$ cat config.mk
export PLATFORM = sky130hd
export DESIGN_NAME = iob_axis_s_axi_m_write_burst
export DESIGN_NICKNAME = d
export VERILOG_FILES = /design/src/rtl/iob_axis_s_axi_m_write_burst.sv
export SDC_FILE = /design/constraint.sdc
export NUM_CORES = 1
export LEC_CHECK = 0
export BUFFER_PORTS_ARGS = -buffer_cell sky130_fd_sc_hd__buf_4
export CORE_MARGIN = 2
export CORE_UTILIZATION = 40
export DETAILED_ROUTE_END_ITERATION = 7
export PLACE_DENSITY_LB_ADDON = 0.25
export SYNTH_ARGS = -nofsm -noshare
export SYNTH_HDL_FRONTEND = slang
export SYNTH_SLANG_ARGS = --single-unit
export TNS_END_PERCENT = 5
$ cat constraint.sdc
create_clock -name clk_i -period 7.9 [get_ports clk_i]
set_clock_uncertainty 0.05 [all_clocks]
set_input_delay 1.185 -clock clk_i [delete_from_list [all_inputs] [get_ports clk_i]]
set_output_delay 1.185 -clock clk_i [all_outputs]
set_load 0.01 [all_outputs]
$ cat src/rtl/iob_axis_s_axi_m_write_burst.sv
// AXI-Stream slave to AXI4 write-burst master: buffers stream beats in a FIFO and
// issues INCR bursts, split by max burst length and 4 KB boundaries.
module iob_axis_s_axi_m_write_burst #(
    parameter int AXI_ADDR_W  = 32,
    parameter int AXI_DATA_W  = 32,
    parameter int AXI_LEN_W   = 8,
    parameter int AXI_ID_W    = 1,
    parameter int WLEN_W      = 12,
    parameter int FIFO_ADDR_W = 4,
    parameter int MAX_OUTST   = 2
) (
    input  logic                    clk_i,
    input  logic                    rst_n_i,
    input  logic [AXI_ADDR_W-1:0]   w_addr_i,
    input  logic [WLEN_W-1:0]       w_length_i,
    input  logic [AXI_LEN_W:0]      w_max_len_i,
    input  logic                    w_tlast_mode_i,
    input  logic                    w_start_transfer_i,
    output logic [WLEN_W-1:0]       w_remaining_data_o,
    output logic                    w_busy_o,
    output logic                    w_done_o,
    output logic                    w_error_o,
    input  logic [AXI_DATA_W-1:0]   axis_in_tdata_i,
    input  logic                    axis_in_tlast_i,
    input  logic                    axis_in_tvalid_i,
    output logic                    axis_in_tready_o,
    output logic [AXI_ID_W-1:0]     axi_awid_o,
    output logic [AXI_ADDR_W-1:0]   axi_awaddr_o,
    output logic [AXI_LEN_W-1:0]    axi_awlen_o,
    output logic [2:0]              axi_awsize_o,
    output logic [1:0]              axi_awburst_o,
    output logic [1:0]              axi_awlock_o,
    output logic [3:0]              axi_awcache_o,
    output logic [3:0]              axi_awqos_o,
    output logic                    axi_awvalid_o,
    input  logic                    axi_awready_i,
    output logic [AXI_DATA_W-1:0]   axi_wdata_o,
    output logic [AXI_DATA_W/8-1:0] axi_wstrb_o,
    output logic                    axi_wlast_o,
    output logic                    axi_wvalid_o,
    input  logic                    axi_wready_i,
    input  logic [AXI_ID_W-1:0]     axi_bid_i,
    input  logic [1:0]              axi_bresp_i,
    input  logic                    axi_bvalid_i,
    output logic                    axi_bready_o
);
    localparam int STRB_W  = AXI_DATA_W / 8;
    localparam int BYTE_SH = $clog2(STRB_W);
    localparam int DEPTH   = 2 ** FIFO_ADDR_W;
    localparam int LEN_LIM = (2 ** AXI_LEN_W < DEPTH) ? 2 ** AXI_LEN_W : DEPTH;
    localparam logic [AXI_ADDR_W-1:0] ALIGN_MASK = AXI_ADDR_W'(STRB_W - 1);

    typedef enum logic [2:0] {IDLE, CALC, ADDR, DATA, DRAIN} state_t;
    state_t state;

    logic [AXI_DATA_W:0]    mem [DEPTH];
    logic [FIFO_ADDR_W-1:0] wr_ptr, rd_ptr;
    logic [FIFO_ADDR_W:0]   level, tlast_cnt;
    logic [AXI_DATA_W:0]    head;
    logic                   push, pop, full, empty, head_last;

    logic [AXI_ADDR_W-1:0]  addr;
    logic [WLEN_W-1:0]      remaining;
    logic [AXI_LEN_W:0]     max_len;
    logic [AXI_LEN_W-1:0]   beat;
    logic [2:0]             outst;
    logic                   tlast_mode, pad, aw_fire, w_fire, b_fire, launch, last_pop;
    logic [31:0]            rem32, max32, bnd32, len32;
    logic                   unused_bid;

    assign full             = level == (FIFO_ADDR_W + 1)'(DEPTH);
    assign empty            = level == '0;
    assign axis_in_tready_o = !full;
    assign push             = axis_in_tvalid_i && !full;
    assign head             = mem[rd_ptr];
    assign head_last        = head[AXI_DATA_W];
    assign pop              = w_fire && !pad;
    assign unused_bid       = ^axi_bid_i;

    always_ff @(posedge clk_i) begin
        if (push) mem[wr_ptr] <= {axis_in_tlast_i, axis_in_tdata_i};
    end

    always_ff @(posedge clk_i) begin
        if (!rst_n_i) begin
            wr_ptr    <= '0;
            rd_ptr    <= '0;
            level     <= '0;
            tlast_cnt <= '0;
        end else begin
            if (push) wr_ptr <= wr_ptr + FIFO_ADDR_W'(1);
            if (pop)  rd_ptr <= rd_ptr + FIFO_ADDR_W'(1);
            case ({push, pop})
                2'b10:   level <= level + (FIFO_ADDR_W + 1)'(1);
                2'b01:   level <= level - (FIFO_ADDR_W + 1)'(1);
                default: ;
            endcase
            case ({push && axis_in_tlast_i, pop && head_last})
                2'b10:   tlast_cnt <= tlast_cnt + (FIFO_ADDR_W + 1)'(1);
                2'b01:   tlast_cnt <= tlast_cnt - (FIFO_ADDR_W + 1)'(1);
                default: ;
            endcase
        end
    end

    // Burst length: remaining beats, clamped max length, beats left in the 4 KB page.
    always_comb begin
        rem32 = 32'(remaining);
        max32 = 32'(max_len);
        if (max32 == 32'd0) max32 = 32'd1;
        else if (max32 > 32'(LEN_LIM)) max32 = 32'(LEN_LIM);
        bnd32 = (32'd4096 - 32'(addr[11:0])) >> BYTE_SH;
        len32 = rem32;
        if (max32 < len32) len32 = max32;
        if (bnd32 < len32) len32 = bnd32;
    end

    assign launch   = (outst < 3'(MAX_OUTST)) &&
                      ((32'(level) >= len32) || (tlast_mode && tlast_cnt != '0));
    assign aw_fire  = axi_awvalid_o && axi_awready_i;
    assign w_fire   = axi_wvalid_o && axi_wready_i;
    assign b_fire   = axi_bvalid_i && axi_bready_o;
    assign last_pop = pop && tlast_mode && head_last;

    assign axi_wvalid_o = (state == DATA) && (pad || !empty);
    assign axi_wdata_o  = pad ? '0 : head[AXI_DATA_W-1:0];
    assign axi_wstrb_o  = pad ? '0 : '1;
    assign axi_wlast_o  = (state == DATA) && (beat == axi_awlen_o);

    assign axi_awid_o         = '0;
    assign axi_awsize_o       = 3'(BYTE_SH);
    assign axi_awburst_o      = 2'b01;
    assign axi_awlock_o       = 2'b00;
    assign axi_awcache_o      = 4'b0010;
    assign axi_awqos_o        = 4'b0000;
    assign axi_bready_o       = 1'b1;
    assign w_busy_o           = state != IDLE;
    assign w_remaining_data_o = remaining;

    always_ff @(posedge clk_i) begin
        if (!rst_n_i) begin
            state         <= IDLE;
            addr          <= '0;
            remaining     <= '0;
            max_len       <= '0;
            tlast_mode    <= 1'b0;
            pad           <= 1'b0;
            beat          <= '0;
            outst         <= '0;
            axi_awaddr_o  <= '0;
            axi_awlen_o   <= '0;
            axi_awvalid_o <= 1'b0;
            w_done_o      <= 1'b0;
            w_error_o     <= 1'b0;
        end else begin
            w_done_o <= 1'b0;
            if (b_fire && axi_bresp_i != 2'b00) w_error_o <= 1'b1;
            case ({aw_fire, b_fire})
                2'b10:   outst <= outst + 3'd1;
                2'b01:   outst <= outst - 3'd1;
                default: ;
            endcase
            case (state)
                IDLE: if (w_start_transfer_i) begin
                    w_error_o  <= 1'b0;
                    addr       <= w_addr_i & ~ALIGN_MASK;
                    remaining  <= w_length_i;
                    max_len    <= w_max_len_i;
                    tlast_mode <= w_tlast_mode_i;
                    if (w_length_i == '0) w_done_o <= 1'b1;
                    else state <= CALC;
                end
                CALC: if (launch) begin
                    axi_awaddr_o  <= addr;
                    axi_awlen_o   <= AXI_LEN_W'(len32 - 32'd1);
                    axi_awvalid_o <= 1'b1;
                    beat          <= '0;
                    remaining     <= remaining - WLEN_W'(len32);
                    addr          <= addr + AXI_ADDR_W'(len32 << BYTE_SH);
                    state         <= ADDR;
                end
                ADDR: if (axi_awready_i) begin
                    axi_awvalid_o <= 1'b0;
                    state         <= DATA;
                end
                DATA: if (w_fire) begin
                    beat <= beat + AXI_LEN_W'(1);
                    // Once the packet ends, the rest of this burst is strobe-less padding.
                    if (last_pop) begin
                        pad       <= 1'b1;
                        remaining <= '0;
                    end
                    if (axi_wlast_o) begin
                        pad   <= 1'b0;
                        state <= (remaining != '0 && !last_pop) ? CALC : DRAIN;
                    end
                end
                DRAIN: if (outst == '0) begin
                    w_done_o <= 1'b1;
                    state    <= IDLE;
                end
                default: state <= IDLE;
            endcase
        end
    end
endmodule

==> results.sh <==
export IMPL_status="finished, final reports clean"
export IMPL_die_x_um=273
export IMPL_crit_required_ns=8.36
export IMPL_grt_pass1_vias=18000
export IMPL_first_pass_iters=5
export IMPL_synthSimpleGateAreaFrac_pct=7.70
export IMPL_drcViolationCount=0
export IMPL_synth_cells=1962
export IMPL_cts_root_buf="clkbuf_16"
export IMPL_post_synth_fa_ha_maj_area_fraction_pct=2.77
export IMPL_synth_seq_area_share_pct=63.7
export IMPL_avgSynthCellArea_um2=14.8
export IMPL_vias=17800
export IMPL_start_util_pct=40.5
export IMPL_cts_buffers=72
export IMPL_place_congestion=0.940
export IMPL_synth_compound_area_share_pct=8.11
export IMPL_die_area_um2=74600
export IMPL_grt_start_max_net_pins=51
export IMPL_grt_pass1_wl_um=111000
export IMPL_dpl_worst_slack_ns=0.481
export IMPL_postCtsSetupBuffers=0
export IMPL_final_common_cell="edfxtp_1"
export IMPL_dp_hpwl_um=45000
export IMPL_timing_hold_ws_ns=0.405
export IMPL_avgRoutedWirePerCell_um=23.2
export IMPL_netlist_area_um2=29000
export IMPL_hold_start="axi_awaddr_o[17]$_SDFFE_PN0P_"
export IMPL_yosys_warnings=0
export IMPL_fill_cells=6244
export IMPL_nets=2334
export IMPL_ant_nets=0
export IMPL_fmax_mhz=139
export IMPL_synth_distinct_cells=86
export IMPL_htree_num_levels=3
export IMPL_ff_latch_area_um2=18500
export IMPL_cts_sink_count=658
export IMPL_post_route_period_util_pct=91.2
export IMPL_relSlewSlack_pct=26.0
export IMPL_synth_top_family_by_area="multiplexers"
export IMPL_die_h_um=273
export IMPL_worstSetupPathType="reg2reg"
export IMPL_hp_class="reg2reg"
export IMPL_slowest_delay_ns=0.42
export IMPL_drv_cap=0
export IMPL_slowest_stage="fa_1"
export IMPL_ir_drop_mv=0.190
export IMPL_post_route_min_period_ns=7.20
export IMPL_synth_edf_count=528
export IMPL_critPathMaxFanout=11
export IMPL_dp_cells=3052
export IMPL_setup_viol=0
export IMPL_antenna_found_initial=3
export IMPL_rsz0062_at_grt="no"
export IMPL_setup_tns_ns=0
export IMPL_power_density_nw_per_um2=301
export IMPL_tritoncts="yes"
export IMPL_final_setup_worst_slack_ns=0.696
export IMPL_area_growth_pct=17.3
export IMPL_rows=98
export IMPL_r2r_start="max_len[8]$_SDFFE_PN0P_"
export IMPL_multi_input_area_um2=9880
export IMPL_clk_pin_slew_ns=0.06
export IMPL_path_common_cell="a21oi_1"
export IMPL_synth_xor_area_share_pct=1.48
export IMPL_grt_overflow_total=0
export IMPL_finalNonFillerCells=3184
export IMPL_tightest_slew_ns=1.11
export IMPL_wirelength_um=73700
export IMPL_clockBufferDepth=3
export IMPL_via_per_inst=5.58
export IMPL_crit_start="max_len[8]$_SDFFE_PN0P_"
export IMPL_start_kind="flip-flop"
export IMPL_portBuffers=186
export IMPL_hold_buffers=0
export IMPL_io_pin_count=209
export IMPL_grt_usage_pct=19.7
export IMPL_ys_ff_latch=658
export IMPL_drive_gt1_share_pct=25.7
export IMPL_drtIter0Drc=1160
export IMPL_p_leak_uw=0.0115
export IMPL_async_flop_share_pct=0
export IMPL_design_core_area_um2=71600
export IMPL_worstSetupEndpointType="flip-flop"
export IMPL_slew_viol_final=0
export IMPL_final_cell_mix="edfxtp_1 (528), buf_4 (243), nand2_1 (180), mux4_2 (165), dfxtp_1 (126)"
export IMPL_cp_arrival_ns=7.66
export IMPL_clk_latency_ns=0.63
export IMPL_ys_flop_type="edfxtp_1"
export IMPL_hold_violations=0
export IMPL_synthMuxAreaShare_pct=13.3
==> synth_stat cells (5+ instances only) <==
master    instances  area [um2]
a211oi_1         18         135
a21o_1           16         120
a21oi_1         125         626
a22oi_1           5        37.5
a311oi_1         13         114
a31o_2            8        70.1
a31oi_1          19         119
a32o_1            8        80.1
and2_1           40         250
and3_1           10        62.6
buf_1            17        63.8
buf_2            12        60.1
buf_4            25         188
clkbuf_1         73         274
dfxtp_1         130        2600
edfxtp_1        528       15900
ha_1             57         713
inv_1            63         236
mux2i_1           9        90.1
mux4_2          165        3720
nand2_1         181         679
nand2b_1         11        68.8
nand3_1          31         155
nand3b_1          5        37.5
nand4_1          14        87.6
nor2_1           96         360
nor2b_1           5        31.3
nor3_1           25         125
nor4_1           13        81.3
o211ai_1          8        60.1
o21a_1            9        67.6
o21ai_0          38         190
o31ai_1          29         218
or2_2             8        50.1
or3_1            15        93.8
xnor2_1          28         245
xor2_1           21         184
==> cells by family (layout without fill, tap and decap cells) <==
| group | after synthesis | in the layout |
|---|---|---|
| AOI/OAI and AO/OA | 351 | 351 |
| xor gates and xnor gates | 49 | 49 |
| adders and majority gates | 62 | 62 |
| buffers and inverters | 195 | 441 |
| DFF | 658 | 658 |
| muxes | 177 | 177 |
| other | 2 | 28 |
| and+or+nand+nor | 468 | 468 |
==> sequential cells by signal (all words and copies together) (netlist names), named ones only <==
name,flops
axi_awvalid_o,1
pad,1
w_done_o,1
max_len,9
rd_ptr,4
w_remaining_data_o,12
level,5
axi_awaddr_o,30
axi_awlen_o,8
wr_ptr,4
w_error_o,1
tlast_mode,1
outst,3
tlast_cnt,5
addr,30
mem,528
beat,8
state,3
==> critical path: cells and delay by family, from the launching register on <==
family / cells / cell delay, ns
buffers and inverters: 3 / 0.44
and+or+nand+nor: 11 / 2.42
adders and majority gates: 3 / 0.95
AOI/OAI and AO/OA: 14 / 2.88
DFF: 1 / 0.33
==> metal layers <==
layer | global-route usage, % | wire (um)
met3 | 3.49 | 4300
met4 | 5.91 | 1900
met1 | 25.9 | 30800
met5 | 0 | 23
met2 | 33.5 | 36700
==> final cells by class <==
| cell class | instances | area share (%) |
|---|---|---|
| antenna | 2 | 0.0147 |
| timing repair buffer | 245 | 5.49 |
| clock inverter | 43 | 1.30 |
| tap | 950 | 3.50 |
| multi-input combinational | 1133 | 29.1 |
| inverter | 66 | 0.733 |
| sequential | 658 | 54.3 |
| clock buffer | 87 | 5.56 |
==> stage by stage <==
step	utilization [%]	total power (uW)	instance area, um2
5_1_grt	47.5	10700	34000
3_5_place_dp	44.2	6920	31600
6_report	47.5	10200	34000
2_1_floorplan	-	6030	29100
4_1_cts	47.4	10300	34000
3_3_place_gp	44.2	6870	31600
==> path summary, 6_finish.rpt <==
| path | depth (start not counted) | end | slack [ns] |
|---|---|---|---|
| min | 2 | axi_awaddr_o[17]$_SDFFE_PN0P_ | 0.40 |
| max reg2reg | 31 | addr[30]$_SDFFE_PN0P_ | 0.70 |
| max | 31 | addr[30]$_SDFFE_PN0P_ | 0.70 |
| min reg2reg | 2 | axi_awaddr_o[17]$_SDFFE_PN0P_ | 0.40 |
==> power by group <==
group | switching, uW | internal, uW | total (uW)
combinational | 1780 | 1150 | 2920
clock | 1370 | 1950 | 3320
sequential | 144 | 3850 | 3990
total | 3300 | 6940 | 10200
==> timing repair <==
action / 4_1_cts / 5_1_grt
endpoints found under the hold margin: 0 / 0
endpoints found under the setup margin: 0 / 14
resized for setup: 0 / 4
Note: power is estimated with default switching activity, not from simulation.
